==> config.mk <==
export PLATFORM = sky130hd
export DESIGN_NAME = fsm_sequencer
export DESIGN_NICKNAME = d
export VERILOG_FILES = /design/src/rtl/fsm_sequencer_pkg.sv /design/src/rtl/fsm_sequencer_seq_table.sv /design/src/rtl/fsm_sequencer.sv
export SDC_FILE = /design/constraint.sdc
export NUM_CORES = 1
export LEC_CHECK = 0
export ABC_AREA = 1
export CAP_MARGIN = 20
export CORE_MARGIN = 2
export CORE_UTILIZATION = 55
export DETAILED_ROUTE_END_ITERATION = 7
export PLACE_DENSITY = 0.8
export RECOVER_POWER = 100
export SLEW_MARGIN = 20
export SYNTH_ARGS = -nofsm -noshare
export SYNTH_HDL_FRONTEND = slang
export SYNTH_HIERARCHICAL = 1
export SYNTH_SLANG_ARGS = --single-unit
==> constraint.sdc <==
create_clock -name clk -period 2.6 [get_ports clk]
set_input_delay 0.26 -clock clk [delete_from_list [all_inputs] [get_ports clk]]
set_output_delay 0.26 -clock clk [all_outputs]
set_load 0.005 [all_outputs]
==> src/rtl/fsm_sequencer_pkg.sv <==
`default_nettype none
// ============================================================================
// Module      : fsm_sequencer_pkg
// Description : Shared state encoding and sizing constants for the pattern
//               sequencer and its table.
// Revision    : 1.0 - initial release
// ============================================================================
package fsm_sequencer_pkg;

  // Sequencer control states
  typedef enum logic [1:0] {
    ST_IDLE = 2'd0,
    ST_RUN  = 2'd1,
    ST_DONE = 2'd2
  } state_t;

  // Number of pattern entries and the index width that addresses them
  localparam int TABLE_DEPTH     = 4;
  localparam int IDX_W           = 2;

  // Default width of the per-step dwell count
  localparam int DWELL_W_DEFAULT = 4;

  // Output field widths
  localparam int CODE_W          = 3;
  localparam int SEL_W           = 2;

endpackage : fsm_sequencer_pkg
`default_nettype wire

==> src/rtl/fsm_sequencer_seq_table.sv <==
`default_nettype none
// ============================================================================
// Module      : seq_table
// Description : Four-entry pattern table. Synchronous write, combinational
//               read by index; the reset clears every entry.
// Revision    : 1.0 - initial release
// ============================================================================
module seq_table
  import fsm_sequencer_pkg::*;
#(
  parameter int DWELL_W = DWELL_W_DEFAULT
) (
  input  logic                 clk,
  input  logic                 reset,
  input  logic                 we_i,
  input  logic [IDX_W-1:0]     waddr_i,
  input  logic [CODE_W-1:0]    wcode_i,
  input  logic [SEL_W-1:0]     wsel_i,
  input  logic [DWELL_W-1:0]   wdwell_i,
  input  logic [IDX_W-1:0]     raddr_i,
  output logic [CODE_W-1:0]    rcode_o,
  output logic [SEL_W-1:0]     rsel_o,
  output logic [DWELL_W-1:0]   rdwell_o
);

  logic [CODE_W-1:0]  code_q  [TABLE_DEPTH];
  logic [SEL_W-1:0]   sel_q   [TABLE_DEPTH];
  logic [DWELL_W-1:0] dwell_q [TABLE_DEPTH];

  // Entry storage: cleared on reset, one entry written per strobe
  always_ff @(posedge clk) begin
    if (reset) begin
      for (int i = 0; i < TABLE_DEPTH; i++) begin
        code_q[i]  <= '0;
        sel_q[i]   <= '0;
        dwell_q[i] <= '0;
      end
    end else if (we_i) begin
      code_q[waddr_i]  <= wcode_i;
      sel_q[waddr_i]   <= wsel_i;
      dwell_q[waddr_i] <= wdwell_i;
    end
  end

  // Read is combinational so the sequencer sees pre-write contents on the
  // edge that performs a write
  assign rcode_o  = code_q[raddr_i];
  assign rsel_o   = sel_q[raddr_i];
  assign rdwell_o = dwell_q[raddr_i];

endmodule : seq_table
`default_nettype wire

==> src/rtl/fsm_sequencer.sv <==
`default_nettype none
// ============================================================================
// Module      : fsm_sequencer
// Description : Plays a 4-step pattern of {code, select} values, holding each
//               step for dwell+1 cycles, with optional looping and abort.
//               All outputs are registered; E/select feed an external Moore
//               output stage.
// Revision    : 1.0 - initial release
// ============================================================================
module fsm_sequencer
  import fsm_sequencer_pkg::*;
#(
  parameter int DWELL_W = DWELL_W_DEFAULT
) (
  input  logic                clk,
  input  logic                reset,
  input  logic                start,
  input  logic                stop,
  input  logic                loop,
  input  logic                cfg_we,
  input  logic [IDX_W-1:0]    cfg_addr,
  input  logic [CODE_W-1:0]   cfg_code,
  input  logic [SEL_W-1:0]    cfg_sel,
  input  logic [DWELL_W-1:0]  cfg_dwell,
  output logic [CODE_W-1:0]   E,
  output logic [SEL_W-1:0]    select,
  output logic                busy,
  output logic                done,
  output logic [IDX_W-1:0]    step_idx
);

  state_t             state_q, state_d;
  logic [CODE_W-1:0]  e_q,     e_d;
  logic [SEL_W-1:0]   sel_q,   sel_d;
  logic [IDX_W-1:0]   idx_q,   idx_d;
  logic [DWELL_W-1:0] cnt_q,   cnt_d;
  logic               busy_q,  busy_d;
  logic               done_q,  done_d;

  logic               tbl_we;
  logic [IDX_W-1:0]   tbl_raddr;
  logic [CODE_W-1:0]  tbl_code;
  logic [SEL_W-1:0]   tbl_sel;
  logic [DWELL_W-1:0] tbl_dwell;

  // Configuration is only accepted while idle so a running pattern is stable
  assign tbl_we = cfg_we && (state_q == ST_IDLE);

  // The read port always presents the entry that would be loaded next:
  // entry 0 when starting, otherwise the following step (wraps 3 -> 0 for loop)
  assign tbl_raddr = (state_q == ST_RUN) ? idx_q + IDX_W'(1) : '0;

  seq_table #(
    .DWELL_W (DWELL_W)
  ) u_seq_table (
    .clk      (clk),
    .reset    (reset),
    .we_i     (tbl_we),
    .waddr_i  (cfg_addr),
    .wcode_i  (cfg_code),
    .wsel_i   (cfg_sel),
    .wdwell_i (cfg_dwell),
    .raddr_i  (tbl_raddr),
    .rcode_o  (tbl_code),
    .rsel_o   (tbl_sel),
    .rdwell_o (tbl_dwell)
  );

  // Next-state, step loading and dwell countdown
  always_comb begin
    state_d = state_q;
    e_d     = e_q;
    sel_d   = sel_q;
    idx_d   = idx_q;
    cnt_d   = cnt_q;
    done_d  = 1'b0;

    unique case (state_q)
      ST_IDLE: begin
        if (start && !stop) begin
          state_d = ST_RUN;
          e_d     = tbl_code;
          sel_d   = tbl_sel;
          idx_d   = '0;
          cnt_d   = tbl_dwell;
        end
      end

      ST_RUN: begin
        if (stop) begin
          state_d = ST_IDLE;
          e_d     = '0;
          sel_d   = '0;
          idx_d   = '0;
          cnt_d   = '0;
        end else if (cnt_q != '0) begin
          cnt_d = cnt_q - DWELL_W'(1);
        end else if ((idx_q != IDX_W'(TABLE_DEPTH - 1)) || loop) begin
          e_d   = tbl_code;
          sel_d = tbl_sel;
          idx_d = tbl_raddr;
          cnt_d = tbl_dwell;
        end else begin
          state_d = ST_DONE;
          e_d     = '0;
          sel_d   = '0;
          idx_d   = '0;
          cnt_d   = '0;
          done_d  = 1'b1;
        end
      end

      ST_DONE: begin
        state_d = ST_IDLE;
      end

      default: begin
        state_d = ST_IDLE;
        e_d     = '0;
        sel_d   = '0;
        idx_d   = '0;
        cnt_d   = '0;
      end
    endcase

    busy_d = (state_d == ST_RUN);
  end

  // State and output registers
  always_ff @(posedge clk) begin
    if (reset) begin
      state_q <= ST_IDLE;
      e_q     <= '0;
      sel_q   <= '0;
      idx_q   <= '0;
      cnt_q   <= '0;
      busy_q  <= 1'b0;
      done_q  <= 1'b0;
    end else begin
      state_q <= state_d;
      e_q     <= e_d;
      sel_q   <= sel_d;
      idx_q   <= idx_d;
      cnt_q   <= cnt_d;
      busy_q  <= busy_d;
      done_q  <= done_d;
    end
  end

  assign E        = e_q;
  assign select   = sel_q;
  assign step_idx = idx_q;
  assign busy     = busy_q;
  assign done     = done_q;

endmodule : fsm_sequencer
`default_nettype wire

==> impl_results.md <==
- Synthesized area: 0.00266 mm²
- Post-synthesis area per instance: 8.27 µm²
- Vias per cell: 5.03
- Outcome: completed
- Share of layout cells above drive strength 1: 0.0682
- Worst Hold Path EP: cnt_q[0]
- Gr usage total: 0.218
- Final nets: 371
- Sequential area share after synthesis: 0.519
- Worst r2r src: state_q[0]
- Critical Path RT: 2570 ps
- Final core occ: 0.640
- CTS Buf Count: 5
- Most common cell after layout, fill and taps aside: nand2_1
- Die ar.: 0.00542 mm²
- Pre-CTS setup slack: 440 ps
- Hpwl dp: 4.09 mm
- First-pass GRT wire length: 8.69 mm
- GP Congestion: 0.894
- Htree depth: 2
- # DRC: 0
- Hold Path Class: flip-flop to flip-flop
- I/O pin count: 26
- Ant diodes: 0
- Most frequent cells in the layout: nand2_1 (82), inv_1 (63), edfxtp_1 (36), nor2_1 (34), nand3_1 (29)
- Startpoint types: flip-flop
- Initial core utilization: 0.568
- Peak VDD IR: 0.371 mV
- Clk slew on worst S/H paths: 90 ps
- P_leak: 0.00144 µW
- Max-slew headroom at the worst pin: 0.615
- Worst setup margin: 433 ps
- CTS tree: yes
- Final Critical Period: 2170 ps
- Initial antenna violation count: 0
- Final setup vio count: 0
- Initial DRC count: 109
- Post-CTS sizing: 0
- Die W: 73.6 µm
- CP max FO: 10
- Worst setup path category: flip-flop to flip-flop
- Non-filler instance count after layout: 406
- WL per Instance: 13.2 µm
- R2R depth: 7
- Final worst-path cycle share: 0.833
- Synth warnings: 6
- Core area: 0.00469 mm²
- Fin. Hold Viols: 0
- Postcts setup bufs: 0
- FP Rows: 25
- Worst-margin pin slew: 576 ps
- TritonCTS Sinks: 51
- Drt pass-1 iters: 4
- Antenna Violating Nets Remaining: 0
- Skew final: 10.9 ps
- Max-Cap Viols: 0
- Dpl cells: 398
- WL final: 5.36 mm
- Vias in the first global route: 1945
- Synth Register Bits: 51
- Library cells used by synthesis: 28
- Fmax: 462 MHz
- Final Slew Violations: 0
- Overflow after GRT: 0
- Hold Startpoint: cnt_q[0]
- Layout area overhead: 12.7%
- Chip Height: 73.6 µm
- Setup TNS: 0 ps
- Largest net degree at the start of global routing: 20
- Crit path capture type: flip-flop
- DR vias: 2041
- Hold Path Depth: 2
- Root Buffer: clkbuf_8
- CTS max path bufs: 2
- Post-Syn Nets: 342
- Worst-Skew Late Latency: 310 ps
- I/O Buffers: 25
- R2R setup slack: 430 ps
- RSZ-0062 raised after global routing: no
- Reg-to-Reg End: u_seq_table/code_q[1][2]
- Hold-fix buffers, CTS: 0
- Power Dens Cells: 560 mW/mm²
- Synthesized instance count: 322
- CP arrival: 2130 ps
[cells by family (layout without fill, tap and decap cells)]
logic type                 count (synthesis)  count (layout)  synth area share
AOI/OAI and AO/OA                         23              23            0.0451
xor gates and xnor gates                   1               1           0.00329
adders and majority gates                  3               3            0.0141
buffers and inverters                     74             104             0.117
DFF                                       51              51             0.519
and+or+nand+nor                          170             170             0.302
[layout make-up]
type	instances	area [µm²]
timing repair buffer	29	277
clock buffer	5	68.8
fill	402	1690
clock inverter	3	22.5
tap	54	67.6
inverter	67	254
multi-input combinational	197	932
sequential	51	1380
[routing by layer]
metal	up-vias	global-route usage	part of all wire
met2	59	0.379	0.50
li1	1067	-	-
met5	-	0	0
met4	0	0.0808	0.0058
met1	913	0.275	0.45
met3	2	0.0316	0.041
[worst max path at each step]
stage                          start                         to  slack [ps]  cells after the start
final                     state_q[0]   u_seq_table/code_q[1][2]         430                      7
after global routing      state_q[0]   u_seq_table/code_q[1][2]         200                      7
after CTS                 state_q[0]   u_seq_table/code_q[1][2]         570                      7
after detailed placement      cfg_we   u_seq_table/code_q[1][0]         440                      7
after global placement        cfg_we  u_seq_table/dwell_q[0][0]         500                      7
after floorplan           state_q[0]   u_seq_table/code_q[2][0]         560                      5
[Yosys cell counts]
library cell,n,area share
a21oi_1,13,0.024
buf_1,1,0.0014
buf_2,2,0.0038
buf_6,4,0.017
clkinv_1,1,0.0014
dfxtp_1,15,0.11
edfxtp_1,36,0.41
ha_1,3,0.014
inv_1,61,0.086
inv_2,4,0.0056
inv_4,1,0.0024
nand2_1,79,0.11
nand2_2,4,0.0094
nand2_4,5,0.021
nand3_1,27,0.051
nand3_4,2,0.013
nand3b_1,1,0.0028
nand4_1,1,0.0024
nor2_1,34,0.048
nor2_2,2,0.0047
nor2_4,1,0.0042
nor2_8,1,0.0075
nor3_1,12,0.023
nor3_2,1,0.0038
o211a_1,1,0.0038
o21ai_0,5,0.0094
o21ai_1,4,0.0075
xnor2_1,1,0.0033
[stage by stage]
stage	power (µW)	cell area [µm²]	hold slack, ps
finish	1680	3000	472
global route	1770	3000	516
CTS	1710	3040	474
detailed placement	1250	2950	458
global placement	1240	2950	455
floorplan	1150	2660	445
[state kept, by name, summed over array words and instances, names as in the netlist]
name,flops
E,3
state_q,2
u_seq_table/code_q,12
cnt_q,4
select,2
step_idx,2
done,1
u_seq_table/sel_q,8
busy,1
u_seq_table/dwell_q,16
[worst max-delay path: stages, from the launching register on]
cell      delay, ps
dfxtp_1         350
inv_1           140
nand2_1         150
nor2_1          260
clkinv_1        180
nor2_4          110
nand3_1         240
nand2_1         400
[power by group]
| part | switching [µW] | internal, µW |
|---|---|---|
| clock | 272 | 195 |
| sequential | 21.2 | 919 |
| combinational | 171 | 105 |
| total | 464 | 1220 |
(Power assumes the default switching activity.)
